==> src/rtl/arb_pkg.sv <==
// Shared definitions for the 8-way round-robin arbiter: sizes and FSM encoding.
package arb_pkg;

    localparam int N_REQ = 8;
    localparam int IDX_W = 3;

    typedef enum logic [1:0] {
        IDLE    = 2'd0,
        GRANT   = 2'd1,
        RELEASE = 2'd2
    } state_t;

endpackage

==> src/rtl/rr_arb8_if.sv <==
// Request/grant bundle between the requesters (master) and the arbiter (slave).
interface rr_arb8_if;
    import arb_pkg::*;

    logic [0:N_REQ-1] REQ;
    logic [0:N_REQ-1] GNT;
    logic [IDX_W-1:0] GIDX;
    logic             VALID;
    logic             TIMEOUT;

    modport master (output REQ, input GNT, input GIDX, input VALID, input TIMEOUT);
    modport slave  (input REQ, output GNT, output GIDX, output VALID, output TIMEOUT);
endinterface

==> src/rtl/rr_pick8.sv <==
// Combinational round-robin pick: first asserted request at or after ptr, with its binary index.
module rr_pick8
    import arb_pkg::*;
(
    input  logic [0:N_REQ-1] req,
    input  logic [IDX_W-1:0] ptr,
    output logic [0:N_REQ-1] pick,
    output logic [IDX_W-1:0] index,
    output logic             any
);

    logic [0:N_REQ-1] rot;
    logic [0:N_REQ-1] rot_pick;
    logic             found;

    // rot[k] is requester (ptr + k) mod 8, so slot 0 has the highest priority.
    genvar gi;
    generate
        for (gi = 0; gi < N_REQ; gi++) begin : g_rot
            logic [IDX_W-1:0] src;
            logic [IDX_W-1:0] dst;
            assign src       = ptr + IDX_W'(gi);
            assign dst       = IDX_W'(gi) - ptr;
            assign rot[gi]   = req[src];
            assign pick[gi]  = rot_pick[dst];
        end
    endgenerate

    always_comb begin
        rot_pick = '0;
        found    = 1'b0;
        for (int k = 0; k < N_REQ; k++) begin
            if (rot[k] && !found) begin
                rot_pick[k] = 1'b1;
                found       = 1'b1;
            end
        end
    end

    always_comb begin
        index = '0;
        for (int i = 0; i < N_REQ; i++) begin
            if (pick[i]) begin
                index = index | IDX_W'(i);
            end
        end
    end

    assign any = |req;

endmodule

==> src/rtl/rr_arb8.sv <==
// Round-robin arbiter for 8 requesters with registered grant and a per-grant hold limit.
module rr_arb8
    import arb_pkg::*;
#(
    parameter int MAX_HOLD = 16,
    parameter int CNT_W    = 5
) (
    input  logic       clk,
    input  logic       rst,
    rr_arb8_if.slave   bus
);

    state_t            state_reg, state_next;
    logic [IDX_W-1:0]  ptr_reg, ptr_next;
    logic [IDX_W-1:0]  gidx_reg, gidx_next;
    logic [CNT_W-1:0]  cnt_reg, cnt_next;
    logic [0:N_REQ-1]  gnt_reg, gnt_next;
    logic              valid_reg, valid_next;
    logic              timeout_reg, timeout_next;

    logic [0:N_REQ-1]  pick;
    logic [IDX_W-1:0]  pick_idx;
    logic              pick_any;
    logic              hold_expired;

    rr_pick8 u_pick (
        .req   (bus.REQ),
        .ptr   (ptr_reg),
        .pick  (pick),
        .index (pick_idx),
        .any   (pick_any)
    );

    assign hold_expired = (MAX_HOLD != 0) && (cnt_reg == CNT_W'(MAX_HOLD));

    always_comb begin
        state_next   = state_reg;
        ptr_next     = ptr_reg;
        gidx_next    = gidx_reg;
        cnt_next     = cnt_reg;
        gnt_next     = gnt_reg;
        valid_next   = valid_reg;
        timeout_next = 1'b0;
        case (state_reg)
            IDLE: begin
                if (pick_any) begin
                    gnt_next   = pick;
                    gidx_next  = pick_idx;
                    valid_next = 1'b1;
                    cnt_next   = CNT_W'(1);
                    state_next = GRANT;
                end
            end
            GRANT: begin
                if (!bus.REQ[gidx_reg] || hold_expired) begin
                    gnt_next     = '0;
                    valid_next   = 1'b0;
                    timeout_next = bus.REQ[gidx_reg];
                    state_next   = RELEASE;
                end else begin
                    cnt_next = cnt_reg + CNT_W'(1);
                end
            end
            RELEASE: begin
                // Moving past the last winner is what makes a timed-out holder wait its turn.
                ptr_next   = gidx_reg + IDX_W'(1);
                cnt_next   = '0;
                state_next = IDLE;
            end
            default: begin
                gnt_next   = '0;
                valid_next = 1'b0;
                state_next = IDLE;
            end
        endcase
    end

    always_ff @(posedge clk) begin
        if (rst) begin
            state_reg   <= IDLE;
            ptr_reg     <= '0;
            gidx_reg    <= '0;
            cnt_reg     <= '0;
            gnt_reg     <= '0;
            valid_reg   <= 1'b0;
            timeout_reg <= 1'b0;
        end else begin
            state_reg   <= state_next;
            ptr_reg     <= ptr_next;
            gidx_reg    <= gidx_next;
            cnt_reg     <= cnt_next;
            gnt_reg     <= gnt_next;
            valid_reg   <= valid_next;
            timeout_reg <= timeout_next;
        end
    end

    assign bus.GNT     = gnt_reg;
    assign bus.GIDX    = gidx_reg;
    assign bus.VALID   = valid_reg;
    assign bus.TIMEOUT = timeout_reg;

endmodule

==> src/flat_wrapper.sv <==
// flat-port wrapper written by rule: the top's interface ports become plain ports
module rr_arb8_flat import arb_pkg::*;
#(
    parameter int MAX_HOLD = 16,
    parameter int CNT_W    = 5
)
  (clk, rst, bus_REQ, bus_GNT, bus_GIDX, bus_VALID, bus_TIMEOUT);
  rr_arb8_if bus_i ();
  input  logic clk;
  input  logic rst;
  input wire logic [$bits(bus_i.REQ)-1:0] bus_REQ;
  output wire logic [$bits(bus_i.GNT)-1:0] bus_GNT;
  output wire logic [$bits(bus_i.GIDX)-1:0] bus_GIDX;
  output wire logic [$bits(bus_i.VALID)-1:0] bus_VALID;
  output wire logic [$bits(bus_i.TIMEOUT)-1:0] bus_TIMEOUT;
  assign bus_i.REQ = bus_REQ;
  assign bus_GNT = bus_i.GNT;
  assign bus_GIDX = bus_i.GIDX;
  assign bus_VALID = bus_i.VALID;
  assign bus_TIMEOUT = bus_i.TIMEOUT;
  rr_arb8 #(.MAX_HOLD(MAX_HOLD), .CNT_W(CNT_W)) u_core (.clk(clk), .rst(rst), .bus(bus_i));
endmodule
==> config.mk <==
export PLATFORM = sky130hd
export DESIGN_NAME = rr_arb8_flat
export DESIGN_NICKNAME = d
export VERILOG_FILES = /design/src/rtl/arb_pkg.sv /design/src/rtl/rr_arb8_if.sv /design/src/rtl/rr_pick8.sv /design/src/rtl/rr_arb8.sv /design/src/flat_wrapper.sv
export SDC_FILE = /design/constraint.sdc
export NUM_CORES = 1
export LEC_CHECK = 0
export BUFFER_PORTS_ARGS = -buffer_cell sky130_fd_sc_hd__buf_2
export CELL_PAD_IN_SITES_DETAIL_PLACEMENT = 2
export CELL_PAD_IN_SITES_GLOBAL_PLACEMENT = 2
export CORE_MARGIN = 5
export CORE_UTILIZATION = 37
export DETAILED_ROUTE_END_ITERATION = 10
export GPL_ROUTABILITY_DRIVEN = 0
export PLACE_DENSITY_LB_ADDON = 0.1
export SLEW_MARGIN = 20
export SYNTH_ARGS = -nofsm -noshare
export SYNTH_HDL_FRONTEND = slang
export SYNTH_SLANG_ARGS = --single-unit
==> constraint.sdc <==
create_clock -name clk -period 4.05 [get_ports clk]
set_input_delay 0.405 -clock clk [delete_from_list [all_inputs] [get_ports clk]]
set_output_delay 0.405 -clock clk [all_outputs]
set_load 0.01 [all_outputs]
==> results_dict.tcl <==
set metrics [dict create \
    ys_warn_count 0 \
    clock_pin_slew_of_the_registers_on_the_worst_case_setup_and_hold_paths_ns 0.09 \
    layout_worst_path_cycle_share 0.869 \
    final_antenna_violating_net_count 0 \
    fmax_mhz 284 \
    ios 23 \
    setup_repair_after_global_routing_missed_its_margin "false" \
    holdBufCountCts 0 \
    yosys.area.top_type "sky130_fd_sc_hd__dfxtp_1" \
    rr_worst_depth 9 \
    cap_viol_max_count 0 \
    dp_hpwl_mm 4.94 \
    place.port_buffers 22 \
    root_buffer "sky130_fd_sc_hd__clkbuf_8" \
    dp_worst_setup_slack_ns 0.539 \
    grt.total_usage 0.180 \
    critPathSlowestCell "sky130_fd_sc_hd__ha_1" \
    worstHoldPathCells 2 \
    fp.dieH_um 84.3 \
    cts_num_sinks 23 \
    cts_bufs_inserted 3 \
    global_route.overflow_total 0 \
    worstPathRequired_ns 4.20 \
    netlist_instances 218 \
    cts_tree "yes" \
    hold_removal_path_class "reg2reg" \
    synth_enable_flop_cells 0 \
    number_of_flip_flops_under_the_largest_register_name 8 \
    place_area_um2 2180 \
    wirelength_mm 6.10 \
    min_to "u_core.bus.GNT[4]" \
    vias 1793 \
    htree_num_levels 1 \
    slowest_delay_ns 0.54 \
    clockBufferDepth 2 \
    worst_r2r_startpoint "u_core.ptr_reg[1]" \
    slew-limit-headroom 0.486 \
    power_density_nw_per_um2 578 \
    worstSetupStartpointType "flip-flop" \
    worst_slack_ns 0.531 \
    asr_flop_ratio_synth 0 \
    dominantRegCellSynth "sky130_fd_sc_hd__dfxtp_1" \
    arrival_ns 3.67 \
    antenna-diode-count 0 \
    syn-cell-area_um2 2040 \
    report.final.slew_viol_count 0 \
    timing.reg2reg.setup_slack_ns 0.53 \
    quantity_of_gates_resized_following_cts 0 \
    synth_largest_type_area_fraction 0.226 \
    die_footprint_um2 7100 \
    r2r-end "u_core.bus.GIDX[2]" \
    floorplan.initialDensity 0.375 \
    timing.hold.worst.start "u_core.bus.GNT[4]" \
    hold_viol_final 0 \
    syn-mean-instance-area_um2 9.36 \
    period_minus_slack_ns 3.52 \
    detail_route.drc_violations 0 \
    clock_skew_ns 0.00242 \
    viasPerCell 5.88 \
    timing.setup.tns_ns 0 \
    synth-seq-cells 23 \
    floorplan.die.width_um 84.3 \
    cp-end-kind "flip-flop" \
    peakVddDrop_mv 0.231 \
    first_global_vias 1993 \
    worst_margin_pin_slew_ns 0.769 \
    timing.setup.critical_path_class "reg2reg" \
    setup_viol_count_final 0 \
    grt_start_max_net_pins 23 \
    fin_area_um2 2230 \
    rows 27 \
    syn_nets 237 \
    layout_commonest_cell "sky130_fd_sc_hd__dfxtp_1" \
    postCtsSetupRepairBufs 0 \
    area.growth.synth_to_final_pct 9.20 \
    antenna_violations_before_repair 0 \
    layout.cells.most_common_list "23 x sky130_fd_sc_hd__dfxtp_1, 22 x sky130_fd_sc_hd__buf_2, 20 x sky130_fd_sc_hd__nor2_1" \
    ys_seq_area_frac 0.226 \
    placeableCoreArea_um2 5440 \
    synth_area_leaders "sky130_fd_sc_hd__dfxtp_1 23%, sky130_fd_sc_hd__mux4_2 11%, sky130_fd_sc_hd__mux2i_1 7.4%" \
    netlist_cell_types 50 \
    timing.critical_path.cells "inv_2 -> ha_1 -> mux2i_1 -> mux4_2 -> a22oi_2 -> a211oi_1 -> mux4_2 -> a211oi_1 -> a31oi_1" \
    path_max_fanout 11 \
    run_status "complete, no violations" \
    drt_iter0_drc 101 \
    post_route_cells_drive_above_1_share 0.249 \
    p_leak_nw 0.881 \
    grt_first_pass_wirelength_mm 10.4 \
    drt_pass1_iterations 4 \
    post_drt_wl_per_cell_um 20.0 \
    nNetsFinal 253 \
    clk_latency_ns 0.26 \
]
final cells by class:
| type | instances | area, um^2 |
|---|---|---|
| clock buffers | 3 | 41.3 |
| clock inverters | 1 | 5.00 |
| fillers | 612 | 3210 |
| inverters | 11 | 41.3 |
| multi-input cells | 171 | 1470 |
| flip-flops and latches | 23 | 460 |
| well taps | 72 | 90.1 |
| repair buffers | 24 | 125 |
where the power goes:
group          switching, mW  internal, mW  total (mW)  leakage (nW)
logic                  0.461         0.337       0.797         0.668
registers             0.0662         0.280       0.346         0.188
clock network         0.0764        0.0687       0.145        0.0255
total                  0.603         0.686        1.29         0.881
cells by family after synthesis:
logic type | after synthesis | synth area share
simple gates | 67 | 0.157
compound gates | 50 | 0.184
mux | 39 | 0.292
buf+inv | 24 | 0.0564
flops | 23 | 0.226
fa+ha+maj | 9 | 0.0552
xor+xnor | 6 | 0.0294
worst max path at each step:
stage                            from            endpoint  slack, ns  depth (start not counted)
finish              u_core.ptr_reg[1]  u_core.bus.GIDX[2]       0.53                          9
global route        u_core.ptr_reg[1]  u_core.bus.GIDX[2]       0.27                          9
CTS                 u_core.ptr_reg[1]  u_core.bus.GIDX[2]       0.52                          9
detailed placement  u_core.ptr_reg[1]  u_core.bus.GIDX[2]       0.54                          9
global placement    u_core.ptr_reg[1]  u_core.bus.GIDX[2]       0.76                          9
floorplan           u_core.ptr_reg[0]  u_core.bus.GIDX[2]       0.77                         14
stage by stage:
| stage | std cells | power [mW] | utilization | hold WS (ns) |
|---|---|---|---|---|
| after floorplan | 218 | 0.930 | - | 0.483 |
| after global placement | 301 | 1.11 | 0.401 | 0.451 |
| after detailed placement | 301 | 1.15 | 0.401 | 0.473 |
| after CTS | 305 | 1.30 | 0.410 | 0.487 |
| after global routing | 305 | 1.40 | 0.410 | 0.512 |
| final | 305 | 1.29 | 0.410 | 0.479 |
routing by layer:
layer,vias to the layer above,part of all wire,global-route usage
met5,-,0,0
met4,0,0.0038,0.0249
met3,4,0.035,0.0285
met2,34,0.51,0.316
met1,895,0.45,0.239
li1,860,-,-
synth_stat cells, types with 2 or more instances:
| library cell | instances |
|---|---|
| sky130_fd_sc_hd__dfxtp_1 | 23 |
| sky130_fd_sc_hd__nor2_1 | 20 |
| sky130_fd_sc_hd__mux2i_1 | 15 |
| sky130_fd_sc_hd__nand2_1 | 14 |
| sky130_fd_sc_hd__a211oi_1 | 12 |
| sky130_fd_sc_hd__a21oi_1 | 10 |
| sky130_fd_sc_hd__mux4_2 | 10 |
| sky130_fd_sc_hd__nand3_1 | 10 |
| sky130_fd_sc_hd__ha_1 | 9 |
| sky130_fd_sc_hd__inv_1 | 9 |
| sky130_fd_sc_hd__mux2_2 | 9 |
| sky130_fd_sc_hd__clkbuf_1 | 6 |
| sky130_fd_sc_hd__o21ai_0 | 5 |
| sky130_fd_sc_hd__mux4_1 | 4 |
| sky130_fd_sc_hd__nand4_1 | 4 |
| sky130_fd_sc_hd__nor3_1 | 4 |
| sky130_fd_sc_hd__a211oi_2 | 3 |
| sky130_fd_sc_hd__a22o_1 | 3 |
| sky130_fd_sc_hd__a32oi_1 | 3 |
| sky130_fd_sc_hd__nor4_1 | 3 |
| sky130_fd_sc_hd__or3_1 | 3 |
| sky130_fd_sc_hd__xnor2_1 | 3 |
| sky130_fd_sc_hd__a211o_1 | 2 |
| sky130_fd_sc_hd__a21o_1 | 2 |
| sky130_fd_sc_hd__and2_1 | 2 |
| sky130_fd_sc_hd__buf_4 | 2 |
| sky130_fd_sc_hd__buf_6 | 2 |
| sky130_fd_sc_hd__inv_2 | 2 |
| sky130_fd_sc_hd__nand2b_1 | 2 |
| sky130_fd_sc_hd__xor2_1 | 2 |
worst max-delay path, delay by kind of cell (launching register included):
| kind | cells | cell delay [ns] |
|---|---|---|
| multiplexers | 3 | 1.21 |
| AO/OA/AOI/OAI | 4 | 1.01 |
| adder cells (fa/ha/maj) | 1 | 0.54 |
| flip-flops | 1 | 0.49 |
| buffers and inverters | 1 | 0.16 |
Note: power is estimated with default switching activity, not from simulation.
